<file path="src/rtl/pulse_train_pkg.sv">
// Shared definitions for the count/direction pulse-train generator.
//   - FSM state encoding
//   - default widths for pulse count and period fields
//   - command record layout at the default widths
package pulse_train_pkg;

    localparam int unsigned COUNT_WIDTH_DEF  = 32'd16;
    localparam int unsigned PERIOD_WIDTH_DEF = 32'd16;

    typedef enum logic [1:0] {
        ST_IDLE  = 2'd0,
        ST_SETUP = 2'd1,
        ST_RUN   = 2'd2
    } pt_state_e;

    // Command record at the default widths; the generator builds the same
    // layout from its own width parameters.
    typedef struct packed {
        logic [COUNT_WIDTH_DEF-1:0]  count;
        logic                        dir;
        logic [PERIOD_WIDTH_DEF-1:0] period;
    } pt_cmd_t;

endpackage

</file>
<file path="src/rtl/pulse_period_timer.sv">
// Loadable period down-counter for the pulse-train generator.
// Ports:
//   clk, rst        clock, synchronous active-high reset
//   load            restart with a new period (0 is treated as 1)
//   en              advance one cycle; reloads itself at the end of a period
//   period          period in cycles, sampled on load
//   period_end      current cycle is the last cycle of a period (the tick)
//   period_end_nx   period_end value the next cycle will have, given load/en
module pulse_period_timer
    import pulse_train_pkg::*;
#(
    parameter int unsigned PERIOD_WIDTH = PERIOD_WIDTH_DEF
) (
    input  logic                    clk,
    input  logic                    rst,
    input  logic                    load,
    input  logic                    en,
    input  logic [PERIOD_WIDTH-1:0] period,
    output logic                    period_end,
    output logic                    period_end_nx
);

    localparam logic [PERIOD_WIDTH-1:0] PER_ZERO = {PERIOD_WIDTH{1'b0}};
    localparam logic [PERIOD_WIDTH-1:0] PER_ONE  = PERIOD_WIDTH'(1'b1);

    logic [PERIOD_WIDTH-1:0] cnt_r;     // cycles left in this period after the current one
    logic [PERIOD_WIDTH-1:0] reload_r;  // effective period latched on load
    logic [PERIOD_WIDTH-1:0] eff_s;     // max(period, 1)

    // Clamp a zero period to one so P=0 behaves as a pulse every cycle.
    always_comb begin
        if (period == PER_ZERO) begin
            eff_s = PER_ONE;
        end else begin
            eff_s = period;
        end
    end

    // Counter and reload value.
    always_ff @(posedge clk) begin
        if (rst) begin
            cnt_r    <= PER_ZERO;
            reload_r <= PER_ONE;
        end else if (load) begin
            cnt_r    <= eff_s - PER_ONE;
            reload_r <= eff_s;
        end else if (en) begin
            if (cnt_r == PER_ZERO) begin
                cnt_r <= reload_r - PER_ONE;
            end else begin
                cnt_r <= cnt_r - PER_ONE;
            end
        end else begin
            cnt_r <= cnt_r;
        end
    end

    assign period_end = (cnt_r == PER_ZERO);

    // Look-ahead of period_end so the owner can register done in time.
    always_comb begin
        period_end_nx = 1'b0;
        if (load) begin
            period_end_nx = (eff_s == PER_ONE);
        end else if (en) begin
            if (cnt_r == PER_ZERO) begin
                period_end_nx = (reload_r == PER_ONE);
            end else begin
                period_end_nx = (cnt_r == PER_ONE);
            end
        end else begin
            period_end_nx = (cnt_r == PER_ZERO);
        end
    end

endmodule

</file>
<file path="src/rtl/pulse_train_gen.sv">
// Count/direction pulse-train generator. Emits N single-cycle pulses spaced
// P cycles apart with a direction level, driven by a valid/ready command
// interface with one pending slot.
// Ports:
//   clk, rst            clock, synchronous active-high reset
//   cmd_valid/ready     command handshake (ready is combinational)
//   cmd_count/dir/period  pulse count, direction (0 up, 1 down), period
//   abort               drop active and pending commands
//   pulse               single-cycle count strobe
//   ud                  direction level, changes only in SETUP
//   busy                a command is in SETUP or RUN
//   done                last cycle of a completed command
//   remaining           pulses not yet emitted for the active command
module pulse_train_gen
    import pulse_train_pkg::*;
#(
    parameter int unsigned COUNT_WIDTH  = COUNT_WIDTH_DEF,
    parameter int unsigned PERIOD_WIDTH = PERIOD_WIDTH_DEF
) (
    input  logic                    clk,
    input  logic                    rst,
    input  logic                    cmd_valid,
    output logic                    cmd_ready,
    input  logic [COUNT_WIDTH-1:0]  cmd_count,
    input  logic                    cmd_dir,
    input  logic [PERIOD_WIDTH-1:0] cmd_period,
    input  logic                    abort,
    output logic                    pulse,
    output logic                    ud,
    output logic                    busy,
    output logic                    done,
    output logic [COUNT_WIDTH-1:0]  remaining
);

    typedef struct packed {
        logic [COUNT_WIDTH-1:0]  count;
        logic                    dir;
        logic [PERIOD_WIDTH-1:0] period;
    } cmd_t;

    localparam logic [COUNT_WIDTH-1:0] CNT_ZERO = {COUNT_WIDTH{1'b0}};
    localparam logic [COUNT_WIDTH-1:0] CNT_ONE  = COUNT_WIDTH'(1'b1);
    localparam cmd_t CMD_ZERO = '{count: {COUNT_WIDTH{1'b0}}, dir: 1'b0,
                                  period: {PERIOD_WIDTH{1'b0}}};

    pt_state_e              state_r, state_nx_s;
    cmd_t                   act_r, act_nx_s;
    cmd_t                   pend_r, pend_nx_s;
    logic                   pend_full_r, pend_full_nx_s;
    cmd_t                   in_cmd_s;
    // Pulses still to be emitted after the current cycle.
    logic [COUNT_WIDTH-1:0] left_r, left_nx_s;
    logic [COUNT_WIDTH-1:0] remaining_r, remaining_nx_s, remaining_dec_s;
    logic                   pulse_r, pulse_nx_s;
    logic                   done_r, done_nx_s;
    logic                   busy_r, busy_nx_s;
    logic                   ud_r, ud_nx_s;
    logic                   hs_s, finish_s;
    logic                   tmr_load_s, tmr_en_s;
    logic                   period_end_s, period_end_nx_s;

    pulse_period_timer #(
        .PERIOD_WIDTH (PERIOD_WIDTH)
    ) u_timer (
        .clk           (clk),
        .rst           (rst),
        .load          (tmr_load_s),
        .en            (tmr_en_s),
        .period        (act_r.period),
        .period_end    (period_end_s),
        .period_end_nx (period_end_nx_s)
    );

    assign cmd_ready = !pend_full_r && !abort;

    // Handshake, incoming command record, and end-of-command detection.
    always_comb begin
        hs_s            = cmd_valid && cmd_ready;
        in_cmd_s.count  = cmd_count;
        in_cmd_s.dir    = cmd_dir;
        in_cmd_s.period = cmd_period;
        finish_s        = ((state_r == ST_SETUP) && (act_r.count == CNT_ZERO)) ||
                          ((state_r == ST_RUN) && period_end_s && (left_r == CNT_ZERO));
        if (pulse_r && (remaining_r != CNT_ZERO)) begin
            remaining_dec_s = remaining_r - CNT_ONE;
        end else begin
            remaining_dec_s = remaining_r;
        end
    end

    // Next state and next-cycle output values. Outputs are registered, so
    // they are derived from the next-state values computed here.
    always_comb begin
        state_nx_s     = state_r;
        act_nx_s       = act_r;
        pend_nx_s      = pend_r;
        pend_full_nx_s = pend_full_r;
        left_nx_s      = left_r;
        remaining_nx_s = remaining_r;
        ud_nx_s        = ud_r;
        pulse_nx_s     = 1'b0;
        tmr_load_s     = 1'b0;
        tmr_en_s       = 1'b0;

        if (abort) begin
            state_nx_s     = ST_IDLE;
            pend_full_nx_s = 1'b0;
            left_nx_s      = CNT_ZERO;
            remaining_nx_s = CNT_ZERO;
        end else if (finish_s) begin
            // A queued command takes priority; otherwise a command accepted
            // in this cycle goes straight to SETUP.
            remaining_nx_s = remaining_dec_s;
            if (pend_full_r) begin
                state_nx_s     = ST_SETUP;
                act_nx_s       = pend_r;
                pend_full_nx_s = 1'b0;
                ud_nx_s        = pend_r.dir;
                remaining_nx_s = pend_r.count;
            end else if (hs_s) begin
                state_nx_s     = ST_SETUP;
                act_nx_s       = in_cmd_s;
                ud_nx_s        = in_cmd_s.dir;
                remaining_nx_s = in_cmd_s.count;
            end else begin
                state_nx_s = ST_IDLE;
            end
        end else begin
            case (state_r)
                ST_IDLE: begin
                    if (hs_s) begin
                        state_nx_s     = ST_SETUP;
                        act_nx_s       = in_cmd_s;
                        ud_nx_s        = in_cmd_s.dir;
                        remaining_nx_s = in_cmd_s.count;
                    end else begin
                        state_nx_s = ST_IDLE;
                    end
                end
                ST_SETUP: begin
                    // Count is non-zero here; first pulse lands in the first RUN cycle.
                    state_nx_s = ST_RUN;
                    tmr_load_s = 1'b1;
                    pulse_nx_s = 1'b1;
                    left_nx_s  = act_r.count - CNT_ONE;
                    if (hs_s) begin
                        pend_nx_s      = in_cmd_s;
                        pend_full_nx_s = 1'b1;
                    end else begin
                        pend_full_nx_s = pend_full_r;
                    end
                end
                ST_RUN: begin
                    tmr_en_s       = 1'b1;
                    remaining_nx_s = remaining_dec_s;
                    if (period_end_s) begin
                        pulse_nx_s = 1'b1;
                        left_nx_s  = left_r - CNT_ONE;
                    end else begin
                        left_nx_s = left_r;
                    end
                    if (hs_s) begin
                        pend_nx_s      = in_cmd_s;
                        pend_full_nx_s = 1'b1;
                    end else begin
                        pend_full_nx_s = pend_full_r;
                    end
                end
                default: begin
                    state_nx_s     = ST_IDLE;
                    remaining_nx_s = CNT_ZERO;
                end
            endcase
        end

        busy_nx_s = (state_nx_s != ST_IDLE);
        if (state_nx_s == ST_SETUP) begin
            done_nx_s = (act_nx_s.count == CNT_ZERO);
        end else if (state_nx_s == ST_RUN) begin
            done_nx_s = period_end_nx_s && (left_nx_s == CNT_ZERO);
        end else begin
            done_nx_s = 1'b0;
        end
    end

    // State, command slots and registered outputs.
    always_ff @(posedge clk) begin
        if (rst) begin
            state_r     <= ST_IDLE;
            act_r       <= CMD_ZERO;
            pend_r      <= CMD_ZERO;
            pend_full_r <= 1'b0;
            left_r      <= CNT_ZERO;
            remaining_r <= CNT_ZERO;
            pulse_r     <= 1'b0;
            done_r      <= 1'b0;
            busy_r      <= 1'b0;
            ud_r        <= 1'b0;
        end else begin
            state_r     <= state_nx_s;
            act_r       <= act_nx_s;
            pend_r      <= pend_nx_s;
            pend_full_r <= pend_full_nx_s;
            left_r      <= left_nx_s;
            remaining_r <= remaining_nx_s;
            pulse_r     <= pulse_nx_s;
            done_r      <= done_nx_s;
            busy_r      <= busy_nx_s;
            ud_r        <= ud_nx_s;
        end
    end

    // Abort must silence the strobe and completion flag in the abort cycle
    // itself, so the registered values are qualified by it.
    assign pulse     = pulse_r && !abort;
    assign done      = done_r && !abort;
    assign busy      = busy_r;
    assign ud        = ud_r;
    assign remaining = remaining_r;

endmodule

</file>
<file path="config.mk">
export PLATFORM = sky130hd
export DESIGN_NAME = pulse_train_gen
export DESIGN_NICKNAME = d
export VERILOG_FILES = /design/src/rtl/pulse_train_pkg.sv /design/src/rtl/pulse_period_timer.sv /design/src/rtl/pulse_train_gen.sv
export SDC_FILE = /design/constraint.sdc
export NUM_CORES = 1
export LEC_CHECK = 0
export BUFFER_PORTS_ARGS = -buffer_cell sky130_fd_sc_hd__clkbuf_2
export CAP_MARGIN = 20
export CORE_MARGIN = 1
export CORE_UTILIZATION = 55
export CTS_CLUSTER_DIAMETER = 150
export DETAILED_ROUTE_END_ITERATION = 16
export GPL_TIMING_DRIVEN = 0
export PLACE_DENSITY = 0.77
export SETUP_SLACK_MARGIN = 0.4
export SLEW_MARGIN = 40
export SYNTH_ARGS = -nofsm -noshare
export SYNTH_HDL_FRONTEND = slang
export SYNTH_SLANG_ARGS = --single-unit
</file>
<file path="constraint.sdc">
create_clock -name clk -period 3.95 [get_ports clk]
set_clock_uncertainty 0.2 [all_clocks]
set_input_delay 0.1975 -clock clk [delete_from_list [all_inputs] [get_ports clk]]
set_output_delay 0.1975 -clock clk [all_outputs]
set_load 0.02 [all_outputs]
</file>
==> summary.md, run 1 <==
| Metric | Value |
|---|---|
| Outcome | `finished clean` |
| CTS Sinks | `136` |
| Synth unique cells | `92` |
| Number of vias per cell | `6.65` |
| Crit-path max FO | `10` |
| Post-Syn Area | `8430 um^2` |
| Syn Area/Cell | `7.62 um^2` |
| GRT Overall Usage | `0.359` |
| Pwr/cell area | `383 nW/um^2` |
| Width of the die | `126 um` |
| Post-DP HPWL | `20.1 mm` |
| Via Count | `9,450` |
| Row Count | `44` |
| Maxcap violations | `0` |
| Crit start category | `register` |
| Post-Syn Instances | `1,106` |
| Syn nets | `1,159` |
| Vias in the first global route | `8,472` |
| YS warnings | `0` |
| DRC viols | `0` |
| Area fraction of the dominant cell type after synthesis | `0.323` |
| Global-route wire length before repair | `45.0 mm` |
| Final slew viol count | `0` |
| Clk root buf | `clkbuf_16` |
| H-tree lvl count | `4` |
| Layout cells sized above 1 | `0.135` |
| Yosys reg bits | `136` |
| Max Clock Freq | `283 MHz` |
| Drt total wl | `28.2 mm` |
| Nets@finish | `1,275` |
| DRT Pass-1 Iters | `8` |
| Clock Path Buffers | `2` |
| Most common cell in the netlist | `nand2_1` |
| CTS tree | `done` |
| Initial antenna violation count | `1` |
| Setup crit end kind | `register` |
| Clock Pin Slew Worst Setup and Hold Paths | `0.07 ns` |
| Top FF cell, synth | `dfxtp_1` |
| Synth cell count leaders | `nand2_1 (156), dfxtp_1 (136), a21oi_1 (106)` |
| Input/output buffers | `56` |
| Yosys top cell by area | `dfxtp_1` |
| Placed cell count | `1,346` |
| Grt ovf | `0` |
| Post-synth ARST share | `0` |
| Worst hold path class | `input port to register` |
| DRT iter0 DRCs | `1,378` |
| Tmin final | `3.53 ns` |
| Placed cell areas | `8950 um^2` |
| Slew @ Worst Pin | `0.824 ns` |
| Register area share after synthesis | `0.323` |
| Final non-filler cell area | `9980 um^2` |
| Non-filler instance count after layout | `1,420` |
| Core box area | `14,800 um^2` |
| Area Growth Syn to Fin | `18.4%` |
| Gp weighted congestion | `1.03` |
| Final Hold Vio Count | `0` |
| Worst slew margin | `0.447` |
| Synth area leaders | `dfxtp_1 (32%), nand2_1 (6.9%), a21oi_1 (6.3%)` |
| Ports | `58` |
| EDFF count, synth | `0` |
| Clock latency on the worst-skew pair | `0.43 ns` |
| Initial Util | `0.571` |
| DR WL/cell | `19.8 um` |
| Period utilization | `0.894` |
| Pleak | `0.00377 uW` |
| Number of CTS-inserted buffers | `17` |
| WP data required | `4.05 ns` |
| Critical Setup Path Class | `register to register` |
| Arrival time at the worst endpoint | `3.63 ns` |
| Final number of setup-violating endpoints | `0` |
| RSZ-0062 raised after global routing | `true` |
| Pin count of the biggest net entering global routing | `17` |
| Die area | `15,800 um^2` |
| Antenna viol nets, final | `0` |
| Die Ht | `126 um` |
| Setup TNS | `0 ns` |
| Peak supply drop | `0.322 mV` |
==> final timing paths <==
path	start	endpoint	slack [ns]	cells after the start
worst max-delay path	u_timer.cnt_r[0]$_SDFFE_PP0P_	done_r$_SDFF_PP0_	0.42	12
worst min-delay path	rst	remaining[1]$_SDFFE_PP0P_	0.06	4
worst max register to register	u_timer.cnt_r[0]$_SDFFE_PP0P_	done_r$_SDFF_PP0_	0.42	12
worst min register to register	pend_r[1]$_SDFFE_PP0P_	pend_r[1]$_SDFFE_PP0P_	0.26	2
==> registers in the layout (all words and copies together) (netlist names) <==
register / cells
state_r: 2
pend_r: 33
u_timer.reload_r: 16
act_r: 32
remaining: 16
pend_full_r: 1
pulse_r: 1
ud: 1
busy: 1
done_r: 1
u_timer.cnt_r: 16
left_r: 16
==> metal layers <==
layer | GRT usage | part of all wire | up-vias | wire (um)
met5 | 0 | 0 | - | 0
li1 | - | - | 4351 | -
met3 | 0.0845 | 0.11 | 123 | 3200
met2 | 0.542 | 0.43 | 657 | 12300
met1 | 0.484 | 0.41 | 4319 | 11600
met4 | 0.169 | 0.040 | 0 | 1130
==> cell families after synthesis <==
group / after synthesis / share of synthesized area
AO/OA/AOI/OAI: 357 / 0.281
XOR/XNOR: 33 / 0.0343
adder cells (fa/ha/maj): 16 / 0.0237
buffers and inverters: 96 / 0.0494
flip-flops: 136 / 0.323
multiplexers: 14 / 0.0166
AND/OR/NAND/NOR: 454 / 0.272
==> cells in the final DEF, fill, tap and decap left out, drive strengths merged, types with 24 or more instances in the layout <==
master and instances:
nand3 24, dlygate4sd3 33, o21ai 60, inv 34, a21oi 107, a211oi 47, nor2 109, clkbuf 121
dfxtp 136, buf 33, nor4 25, nor3 37, nand2 156
==> worst max-delay path, stage by stage (launching register included) <==
cell and delay [ns]:
dfxtp_1 0.35, inv_1 0.09, ha_1 0.22, or3b_2 0.53, nor4_4 0.28, buf_4 0.18
nand3_2 0.20, buf_6 0.23, a21oi_1 0.50, a22o_1 0.26, a2bb2oi_2 0.10, nand4_1 0.15
o22ai_1 0.10
==> area by class of cell <==
cell class,instances,area [um^2]
clock inverters,14,129
plain buffers,72,340
inverters,24,90.1
well taps,184,230
diodes,1,2.50
flip-flops and latches,136,2720
clock buffers,18,439
repair buffers,97,671
fillers,1262,4770
multi-input cells,874,5360
==> per-stage QoR <==
step | utilization | hold slack, ns | total power, uW | setup slack (ns)
5_1_grt | 0.676 | 0.0573 | 3960 | 0.310
6_report | 0.676 | 0.0642 | 3830 | 0.417
4_1_cts | 0.670 | 0.0204 | 3780 | 0.406
3_3_place_gp | 0.606 | 0.238 | 2200 | 0.153
3_5_place_dp | 0.606 | 0.243 | 2210 | 0.0766
2_1_floorplan | - | 0.133 | 1990 | 0.999
==> power breakdown <==
part	switching, uW	internal, uW	total (uW)
clock	714	850	1560
sequential	59.7	1410	1470
combinational	488	299	787
==> what timing repair did <==
| item | CTS | global route |
|---|---|---|
| setup endpoints to repair | 49 | 69 |
| pin swaps | 3 | 3 |
| buffers inserted | 4 | 4 |
| gates resized for setup | 3 | 23 |
| hold buffers | 33 | 0 |
| hold endpoints to repair | 54 | 0 |
Power figures use the tool's default switching activity.
==> inputs of run 2 (changes only) <==
Settings changed: REMOVE_ABC_BUFFERS set to 1.
==> run 2 against run 1 <==
Effect of this change: routed wire length down 4.2%; highest routed layer unchanged; final cell count decreased by 3.4%; worst hold slack lost 0.031 ns.
==> summary.md, run 2 (synthesized netlist as in run 1, its figures left out) <==
| Metric | Value |
|---|---|
| Pint | `2640 uW (+3.1%)` |
| Commonest cells after routing, fill and taps aside | `nand2_1 (150), dfxtp_1 (135), a21oi_1 (105), nor2_1 (103), clkbuf_2 (55)` |
| Crit-path leading delay family | `simple AND/OR/NAND/NOR gates` |
| Tmin final | `3.69 ns (+0.161 ns)` |
| Post-DP HPWL | `17.1 mm (-15%)` |
| RSZ-0062 raised after global routing | `true` |
| Fill cells | `1,201 (-4.8%)` |
| Core box area | `14,800 um^2 (unchanged)` |
| Final non-filler cell area | `10,000 um^2 (+0.29%)` |
| Pleak | `0.00376 uW (-0.11%)` |
| Sw Pwr | `1280 uW (+1.2%)` |
| Max Clock Freq | `271 MHz (-4.4%)` |
| Pwr/cell area | `392 nW/um^2 (+2.1%)` |
| Grt ovf | `0 (unchanged)` |
| Outcome | `finished clean` |
| Area Growth Syn to Fin | `18.7%` |
| Die Ht | `126 um (unchanged)` |
| Crit-path max FO | `10 (unchanged)` |
| Worst hold path class | `input port to register` |
| Global-route wire length before repair | `43.5 mm (-3.2%)` |
| Multi-input gate area | `5440 um^2 (+1.5%)` |
| Crit-path slowest cell | `or3b_2` |
| Slew @ Worst Pin | `0.895 ns (+0.0703 ns)` |
| Layout cells sized above 1 | `0.146 (+0.0104)` |
| Clock network fraction of total power | `0.417 (+0.008)` |
| Clk root buf | `clkbuf_16` |
| Nets@finish | `1,228 (-3.7%)` |
| Clock Pin Slew Worst Setup and Hold Paths | `0.06 ns (about the same)` |
| Crit path cell chain | `inv_1, ha_1, or3b_2, nor4_4, buf_4, buf_4, nand3_2, a21oi_1, a211oi_1, a2111oi_0, nand4_1, o22ai_1` |
| Switch share | `0.326 (-0.00411)` |
| Final Hold Vio Count | `0 (unchanged)` |
| CTS Sinks | `136 (unchanged)` |
| Final slew viol count | `0 (unchanged)` |
| Initial antenna violation count | `0 (-1)` |
| Max reg flops | `33 (unchanged)` |
| Vias in the first global route | `8,350 (-1.4%)` |
| Comb pwr share | `0.204 (-0.002)` |
| Critical Setup Path Class | `register to register` |
| Clock latency on the worst-skew pair | `0.43 ns (about the same)` |
| DRT Pass-1 Iters | `6 (-2)` |
| CTS tree | `done` |
| Slack of the critical path | `0.256 ns (-0.161 ns)` |
| Final number of setup-violating endpoints | `0 (unchanged)` |
| DRT iter0 DRCs | `1,228 (-11%)` |
| Die area | `15,800 um^2 (unchanged)` |
| Pin count of the biggest net entering global routing | `59 (+42)` |
| Drt total wl | `27.0 mm (-4.2%)` |
| Setup crit end kind | `register` |
| Number of CTS-inserted buffers | `17 (unchanged)` |
| Peak supply drop | `0.307 mV (-4.6%)` |
| DR WL/cell | `19.7 um (-0.89%)` |
| Via Count | `9,165 (-3.0%)` |
| Arrival time at the worst endpoint | `3.84 ns (+0.21 ns)` |
| Setup TNS | `0 ns (unchanged)` |
| Largest registers | `pend_r: 33 flops, act_r: 32 flops` |
| Gp weighted congestion | `0.960 (-6.8%)` |
| Ports | `58 (unchanged)` |
| Maxcap violations | `0 (unchanged)` |
| Biggest register | `pend_r` |
| Period utilization | `0.935 (+0.0407)` |
| Commonest non-fill, non-tap cell in the layout | `nand2_1` |
| Input/output buffers | `57 (+1.8%)` |
| Most common cell on crit path | `buf_4` |
| Width of the die | `126 um (unchanged)` |
| Worst path max stage delay | `0.53 ns (about the same)` |
| Reg area | `2720 um^2 (about the same)` |
| Row Count | `44 (unchanged)` |
| Buf/Inv on CP | `3 (unchanged)` |
| Worst slew margin | `0.397 (-0.0499)` |
| Crit start category | `register` |
| Initial Util | `0.571 (unchanged)` |
| Reg power frac | `0.378 (-0.007)` |
| Pre-CTS WS | `-0.358 ns (-0.435 ns)` |
| Total Power | `3920 uW (+2.4%)` |
| Number of vias per cell | `6.68 (+0.38%)` |
| WP data required | `4.10 ns (+0.05 ns)` |
| Clock Path Buffers | `2 (unchanged)` |
| Antenna viol nets, final | `0 (unchanged)` |
| H-tree lvl count | `4 (unchanged)` |
| GRT Overall Usage | `0.342 (-0.0170)` |
| Ant. Diodes | `0 (-1)` |
| Placed cell areas | `8750 um^2 (-2.2%)` |
| DRC viols | `0 (unchanged)` |
-- run 2: changes by cell type in the layout (fill, tap and decap cells not counted), sizes merged --
cell / delta
clkbuf: -48
buf: -1
clkinvlp: -2
a21oi: +1
inv: -1
bufinv: +1
diode: -1
clkinv: +3
-- run 2: cell type report --
class	count	share of cell area
multi-input combinational	875	0.543
sequential	136	0.272
timing repair buffer	121	0.0925
clock buffer	17	0.0425
tap	184	0.0230
clock inverter	15	0.0176
inverter	24	0.00900
-- run 2: final timing paths --
path	slack (ns)	endpoint	cells past startpoint	from
hold reg to reg	0.26	pend_r[16]$_SDFFE_PP0P_	2	pend_r[16]$_SDFFE_PP0P_
hold / removal	0.03	pend_r[24]$_SDFFE_PP0P_	2	rst
setup reg to reg	0.26	done_r$_SDFF_PP0_	12	u_timer.cnt_r[0]$_SDFFE_PP0P_
setup / recovery	0.26	done_r$_SDFF_PP0_	12	u_timer.cnt_r[0]$_SDFFE_PP0P_
-- run 2: through the flow --
step	hold WS (ns)	util	std cells
finish	0.0336	0.678	1372
global route	0.0604	0.678	1372
CTS	0.0367	0.670	1362
detailed placement	0.243	0.593	1279
global placement	0.238	0.584	1275
floorplan	0.0666	-	1034
-- run 2: power groups by stage --
stage / Sequential [uW] / Combinational (uW) / Clock (uW)
2_1_floorplan: 1500 / 454 / 0
3_3_place_gp: 1510 / 654 / 0
3_5_place_dp: 1510 / 678 / 0
4_1_cts: 1480 / 750 / 1640
5_1_grt: 1490 / 866 / 1700
6_report: 1480 / 801 / 1630
-- run 2: what timing repair did --
action | 4_1_cts | 5_1_grt
pin swaps | 7 | 2
hold endpoints to repair | 56 | 0
gates cloned | 1 | 0
buffers inserted | 17 | 10
setup endpoints to repair | 96 | 69
hold buffers | 33 | 0
gates resized for setup | 8 | 13
-- run 2: metal layers --
layer / vias to the layer above / global-route usage / routed length [um]
li1: 4261 / - / -
met1: 4228 / 0.459 / 11100
met2: 580 / 0.523 / 12200
met3: 96 / 0.0701 / 2620
met4: 0 / 0.169 / 1010
met5: - / 0 / 0
